**src/rtl/key_debounce_multi.sv**
```systemverilog
// ---------------------------------------------------------------------------
// key_debounce_multi
//
// N-channel push-button debouncer. One shared 1 ms tick prescaler drives
// every channel. Each channel has its own 2-FF synchroniser, a two-state
// debounce FSM with a tick counter, and registered press/release pulses
// plus a toggle output.
//
// Optional feature (macro KEY_LONG_PRESS_EN):
//   defined   - each channel gets a hold counter and emits one Long_Pulse
//               per press once the key has been held for LONG_MS ticks.
//   undefined - no hold counters; Long_Pulse is tied to 0.
//
// Ports:
//   CLK            in   1       system clock
//   RST            in   1       asynchronous, active-high reset
//   Key_In         in   N_KEYS  raw asynchronous key pins
//   Key_Level      out  N_KEYS  debounced level (same polarity as the pin)
//   Press_Pulse    out  N_KEYS  one-cycle pulse on an accepted press
//   Release_Pulse  out  N_KEYS  one-cycle pulse on an accepted release
//   Toggle_Out     out  N_KEYS  flips on every accepted press
//   Long_Pulse     out  N_KEYS  one-cycle pulse on a long press
// ---------------------------------------------------------------------------
module key_debounce_multi #(
   parameter int N_KEYS      = 4,
   parameter int TICK_DIV    = 49999,
   parameter int DEBOUNCE_MS = 20,
   parameter int ACTIVE_LOW  = 1,
   parameter int LONG_MS     = 1000
) (
   input  logic              CLK,
   input  logic              RST,
   input  logic [N_KEYS-1:0] Key_In,
   output logic [N_KEYS-1:0] Key_Level,
   output logic [N_KEYS-1:0] Press_Pulse,
   output logic [N_KEYS-1:0] Release_Pulse,
   output logic [N_KEYS-1:0] Toggle_Out,
   output logic [N_KEYS-1:0] Long_Pulse
);

   localparam int PW = (TICK_DIV > 0) ? $clog2(TICK_DIV + 1) : 1;
   localparam int CW = (DEBOUNCE_MS > 1) ? $clog2(DEBOUNCE_MS + 1) : 1;

   localparam logic [PW-1:0] TICK_TC  = PW'(TICK_DIV);
   localparam logic [CW-1:0] CNT_LAST = CW'(DEBOUNCE_MS - 1);

   // Pin level of a released key.
   localparam logic IDLE_BIT = (ACTIVE_LOW != 0) ? 1'b1 : 1'b0;

   localparam logic [0:0] S_IDLE  = 1'b0;
   localparam logic [0:0] S_CHECK = 1'b1;

   // Empty marker block: an out-of-range parameter set shows up under this
   // name in the elaborated hierarchy.
   if (N_KEYS < 1 || DEBOUNCE_MS < 1 || LONG_MS < 1 || TICK_DIV < 0) begin : g_param_range_error
   end

   // ------------------------------------------------------------------
   // Shared prescaler: w_tick is high for the single cycle at TICK_DIV.
   // ------------------------------------------------------------------
   logic [PW-1:0] r_presc;
   logic          w_tick;

   assign w_tick = (r_presc == TICK_TC);

   always_ff @(posedge CLK or posedge RST) begin
      if (RST) begin
         r_presc <= '0;
      end else if (w_tick) begin
         r_presc <= '0;
      end else begin
         r_presc <= r_presc + PW'(1);
      end
   end

   // ------------------------------------------------------------------
   // Two-stage synchroniser, reset to the idle pin level so a key held
   // through reset is seen as a fresh change afterwards.
   // ------------------------------------------------------------------
   logic [N_KEYS-1:0] r_sync1;
   logic [N_KEYS-1:0] r_sync2;

   always_ff @(posedge CLK or posedge RST) begin
      if (RST) begin
         r_sync1 <= {N_KEYS{IDLE_BIT}};
         r_sync2 <= {N_KEYS{IDLE_BIT}};
      end else begin
         r_sync1 <= Key_In;
         r_sync2 <= r_sync1;
      end
   end

   // ------------------------------------------------------------------
   // Per-channel debounce FSM, pulse generation and optional hold counter.
   // ------------------------------------------------------------------
   for (genvar gi = 0; gi < N_KEYS; gi++) begin : g_key
      logic [0:0]    r_state;
      logic [CW-1:0] r_cnt;
      logic          r_level;
      logic          r_level_d;
      logic          r_press;
      logic          r_release;
      logic          r_toggle;
      logic          w_sync;
      logic          w_diff;
      logic          w_rise_act;
      logic          w_fall_idle;

      assign w_sync = r_sync2[gi];
      assign w_diff = (w_sync != r_level);

      // Edges of the committed level, seen one cycle late so the pulses
      // come straight out of a register.
      assign w_rise_act  = (r_level_d == IDLE_BIT) && (r_level != IDLE_BIT);
      assign w_fall_idle = (r_level_d != IDLE_BIT) && (r_level == IDLE_BIT);

      always_ff @(posedge CLK or posedge RST) begin
         if (RST) begin
            r_state   <= S_IDLE;
            r_cnt     <= '0;
            r_level   <= IDLE_BIT;
            r_level_d <= IDLE_BIT;
            r_press   <= 1'b0;
            r_release <= 1'b0;
            r_toggle  <= 1'b0;
         end else begin
            case (r_state)
               S_IDLE: begin
                  r_cnt <= '0;
                  if (w_diff) begin
                     r_state <= S_CHECK;
                  end
               end
               S_CHECK: begin
                  // A bounce back to the committed level wins over a tick
                  // landing in the same cycle.
                  if (!w_diff) begin
                     r_state <= S_IDLE;
                     r_cnt   <= '0;
                  end else if (w_tick) begin
                     if (r_cnt == CNT_LAST) begin
                        r_level <= w_sync;
                        r_state <= S_IDLE;
                        r_cnt   <= '0;
                     end else begin
                        r_cnt <= r_cnt + CW'(1);
                     end
                  end
               end
               default: begin
                  r_state <= S_IDLE;
                  r_cnt   <= '0;
               end
            endcase

            r_level_d <= r_level;
            r_press   <= w_rise_act;
            r_release <= w_fall_idle;
            if (w_rise_act) begin
               r_toggle <= ~r_toggle;
            end
         end
      end

      assign Key_Level[gi]     = r_level;
      assign Press_Pulse[gi]   = r_press;
      assign Release_Pulse[gi] = r_release;
      assign Toggle_Out[gi]    = r_toggle;

`ifdef KEY_LONG_PRESS_EN
      localparam int HW = (LONG_MS > 1) ? $clog2(LONG_MS + 1) : 1;
      localparam logic [HW-1:0] HOLD_TC   = HW'(LONG_MS);
      localparam logic [HW-1:0] HOLD_LAST = HW'(LONG_MS - 1);

      logic [HW-1:0] r_hold;
      logic          r_long;

      // Counts ticks while the debounced level is active and parks at
      // LONG_MS, so the pulse fires only on the step that reaches it.
      always_ff @(posedge CLK or posedge RST) begin
         if (RST) begin
            r_hold <= '0;
            r_long <= 1'b0;
         end else begin
            r_long <= 1'b0;
            if (r_level == IDLE_BIT) begin
               r_hold <= '0;
            end else if (w_tick && (r_hold != HOLD_TC)) begin
               r_hold <= r_hold + HW'(1);
               r_long <= (r_hold == HOLD_LAST);
            end
         end
      end

      assign Long_Pulse[gi] = r_long;
`else
      assign Long_Pulse[gi] = 1'b0;
`endif
   end

endmodule

```
**config.mk**
```make
export PLATFORM = sky130hd
export DESIGN_NAME = key_debounce_multi
export DESIGN_NICKNAME = d
export VERILOG_FILES = /design/src/rtl/key_debounce_multi.sv
export SDC_FILE = /design/constraint.sdc
export NUM_CORES = 1
export LEC_CHECK = 0
export CORE_MARGIN = 5
export CORE_UTILIZATION = 50
export CTS_CLUSTER_DIAMETER = 50
export DETAILED_ROUTE_END_ITERATION = 10
export GPL_ROUTABILITY_DRIVEN = 1
export PLACE_DENSITY = 0.7
export SYNTH_ARGS = -nofsm -noshare
export SYNTH_HDL_FRONTEND = slang
export SYNTH_SLANG_ARGS = --single-unit
```
**constraint.sdc**
```tcl
create_clock -name CLK -period 4.55 [get_ports CLK]
set_clock_uncertainty 0.05 [all_clocks]
set_input_delay 0.6825 -clock CLK [delete_from_list [all_inputs] [get_ports CLK]]
set_output_delay 0.6825 -clock CLK [all_outputs]
set_load 0.01 [all_outputs]
```
==> results.json <==
{
  "final_critical_period_ns": 2.48,
  "routed_wl_um": 5080,
  "synth_top_cells_by_count": "52 x sky130_fd_sc_hd__dfrtp_1, 28 x sky130_fd_sc_hd__nor2_1, 20 x sky130_fd_sc_hd__buf_4, 18 x sky130_fd_sc_hd__nand2_1, 16 x sky130_fd_sc_hd__dfstp_2",
  "synth_top_area_share_pct": 42.4,
  "cts_htree_levels": 3,
  "first_global_vias": 1939,
  "floorplan.initialDensity_pct": 51.5,
  "critical_path.startpoint_type": "flip-flop",
  "yosysMostFrequentCell": "sky130_fd_sc_hd__dfrtp_1",
  "crit_arrival_ns": 2.70,
  "cts-hold-fix-buffers": 0,
  "timing.hold.worst.class": "reg2reg",
  "synthesis.area_per_instance_um2": 11.1,
  "worst_skew_pair.late_latency_ns": 0.34,
  "power_leakage_nw": 1.45,
  "power.density_cell_area_nw_per_um2": 333,
  "crit_required_ns": 4.77,
  "tritoncts": "yes",
  "final-max-slew-violation-count": 0,
  "post_route_cells_drive_above_1_share_pct": 13.7,
  "place.port_buffers": 21,
  "grt_remaining_overflow": 0,
  "num_cts_buffers": 9,
  "clkSlewWorstSetupHoldPaths_ns": 0.07,
  "post-dp-hpwl_um": 3530,
  "combinational_family_with_the_most_area_after_synthesis": "simple AND/OR/NAND/NOR gates",
  "num_rows": 28,
  "status": "complete, no violations",
  "antenna_found_initial": 0,
  "finish.instance_area_um2": 3420,
  "yosysUniqueCellTypes": 34,
  "end_kind": "flip-flop",
  "min_delay_path_depth": 0,
  "num_io_pins": 26,
  "worst_relative_slew_slack_pct": 37.9,
  "clock_sink_count": 68,
  "place_congestion": 0.769,
  "postSynthCellCount": 276,
  "avgRoutedWirePerCell_um": 13.8,
  "die_ar_um2": 7800,
  "die_h_um": 88.3,
  "ys_async_sr_fraction_pct": 100,
  "area_growth_pct": 11.5,
  "postCtsSetupBuffers": 0,
  "tightest_pin_transition_ns": 0.929,
  "dominantRegCellSynth": "sky130_fd_sc_hd__dfrtp_1",
  "max_cap_violations": 0,
  "grt_setup_unrepaired": "no",
  "num_antenna_cells": 0,
  "post_cts.resized_instances": 0,
  "syn-cell-area_um2": 3070,
  "clock.fmax_mhz": 403,
  "grt_start_max_net_pins": 48,
  "synth_area_leaders": "sky130_fd_sc_hd__dfrtp_1 42%, sky130_fd_sc_hd__dfstp_2 14%, sky130_fd_sc_hd__buf_4 4.9%, sky130_fd_sc_hd__xor2_1 3.7%, sky130_fd_sc_hd__nor2_1 3.4%",
  "cts.path.max_buffers": 2,
  "synth_seq_area_share_pct": 56.1,
  "timing.reg2reg.worst_path_depth": 5,
  "setup_violations": 0,
  "firstDrtPassIters": 4,
  "final_hold_viol_count": 0,
  "synthXorXnorAreaFrac_pct": 6.00,
  "ys_seq_elements": 68,
  "filler_cell_count": 511,
  "num-nets-final": 298,
  "clk_root_buffer_cell": "sky130_fd_sc_hd__clkbuf_8",
  "antenna_violating_nets_post_route": 0,
  "synth_mux_area_share_pct": 4.08,
  "wire_length_of_the_first_global_routing_pass_um": 8910,
  "max-vdd-ir-drop_uv": 198,
  "setup.worst_path.class": "reg2reg",
  "core_region_area_um2": 5960,
  "floorplan.die.width_um": 88.3,
  "post-synth-top-area-cell": "sky130_fd_sc_hd__dfrtp_1",
  "critical_path_peak_fanout": 11,
  "post_synthesis_share_of_cell_area_spent_on_full_adders_half_adders_and_majority_gates_pct": 2.04,
  "layout_worst_path_cycle_share_pct": 54.5,
  "post_synth_and_or_nand_nor_area_fraction_pct": 21.7,
  "drt_first_iter_violations": 67,
  "grt_use_total_pct": 14.9,
  "vias": 1950,
  "placed_area_um2": 3220,
  "routed_via_density": 5.31,
  "synth_edf_count": 0,
  "synth_compound_area_share_pct": 3.75,
  "totalNegativeSetupSlack_ns": 0,
  "drt_drc_violations_left": 0,
  "synth_warnings": 0
}
## metal layers
metal	vias up	global-route usage (%)	wire length, µm
met5	-	0	0
met4	0	6.73	74
met3	9	4.19	195
met2	32	23.9	2460
met1	949	18.8	2340
li1	960	-	-
## final cells by class
type	count	area [µm²]	area share, %
Clock inverter	3	45.0	1.32
Sequential cell	68	1720	50.3
Inverter	2	7.51	0.219
Tap cell	75	93.8	2.74
Timing Repair Buffer	23	225	6.58
Clock buffer	13	159	4.65
Multi-Input combinational cell	183	1170	34.2
## registers in the layout, indices dropped and copies added, names as in the netlist
name and count:
r_sync1 4, g_key.r_press 4, g_key.r_state 4, g_key.r_release 4, g_key.r_level_d 4, r_presc 16, g_key.r_toggle 4, r_sync2 4
g_key.r_cnt 20, g_key.r_level 4
## worst paths after layout
path | start | endpoint | slack (ns)
min in group asynchronous | RST | g_key[0].r_toggle$_DFFE_PP0P_ | 0.82
max in group asynchronous | RST | r_sync2[1]$_DFF_PP1_ | 2.74
setup / recovery | r_presc[11]$_DFF_PP0_ | g_key[1].r_level$_DFFE_PP1P_ | 2.07
hold / removal | r_sync1[3]$_DFF_PP1_ | r_sync2[3]$_DFF_PP1_ | 0.31
hold reg to reg | r_sync1[3]$_DFF_PP1_ | r_sync2[3]$_DFF_PP1_ | 0.31
setup reg to reg | r_presc[11]$_DFF_PP0_ | g_key[1].r_level$_DFFE_PP1P_ | 2.07
## power breakdown
group / switching, mW / total [mW] / internal (mW)
Sequential: 0.00259 / 0.616 / 0.613
Clock: 0.216 / 0.500 / 0.283
Combinational: 0.0171 / 0.0240 / 0.00689
Total: 0.236 / 1.14 / 0.903
## logic make-up (layout without fill, tap and decap cells)
| logic type | Yosys count | count (layout) |
|---|---|---|
| compound gates | 22 | 22 |
| mux | 12 | 12 |
| other cells | 1 | 4 |
| buf+inv | 28 | 41 |
| xor+xnor | 21 | 21 |
| flops | 68 | 68 |
| fa+ha+maj | 5 | 5 |
| simple gates | 119 | 119 |
## placed cells by master, fill, tap and decap left out, types with 5 or more instances in the layout
cell type / synthesis / routed
sky130_fd_sc_hd__clkdlybuf4s50_1: 0 / 21
sky130_fd_sc_hd__nand3_1: 10 / 10
sky130_fd_sc_hd__dfrtp_1: 52 / 52
sky130_fd_sc_hd__nor2_1: 28 / 28
sky130_fd_sc_hd__and3_1: 8 / 8
sky130_fd_sc_hd__mux2i_1: 8 / 8
sky130_fd_sc_hd__xnor2_1: 8 / 8
sky130_fd_sc_hd__clkbuf_8: 0 / 11
sky130_fd_sc_hd__xor2_1: 13 / 13
sky130_fd_sc_hd__o21ai_0: 5 / 5
sky130_fd_sc_hd__ha_1: 5 / 5
sky130_fd_sc_hd__nor4_1: 5 / 5
sky130_fd_sc_hd__nand4_1: 8 / 8
sky130_fd_sc_hd__nand3b_1: 9 / 9
sky130_fd_sc_hd__nand2_1: 18 / 18
sky130_fd_sc_hd__a21oi_1: 13 / 13
sky130_fd_sc_hd__dfstp_2: 16 / 16
sky130_fd_sc_hd__or3_1: 9 / 9
sky130_fd_sc_hd__nor2b_1: 8 / 8
## through the flow
stage	setup slack [ns]	hold slack, ns	total power [mW]	std cells	util, %
after global routing	1.88	0.309	1.18	367	57.4
after CTS	2.04	0.309	1.16	367	57.4
after global placement	2.13	0.297	0.651	351	54.0
after floorplan	2.13	0.295	0.644	279	-
final	2.07	0.307	1.14	367	57.4
after detailed placement	2.05	0.298	0.652	351	54.0
## critical path, cell delays in order, from the launching register on
cell and delay [ns]:
sky130_fd_sc_hd__dfrtp_1 0.45, sky130_fd_sc_hd__or4b_1 0.66, sky130_fd_sc_hd__nor4_2 0.45, sky130_fd_sc_hd__buf_4 0.27
sky130_fd_sc_hd__and3_1 0.19, sky130_fd_sc_hd__mux2_2 0.34
Note: power is estimated with default switching activity, not from simulation.
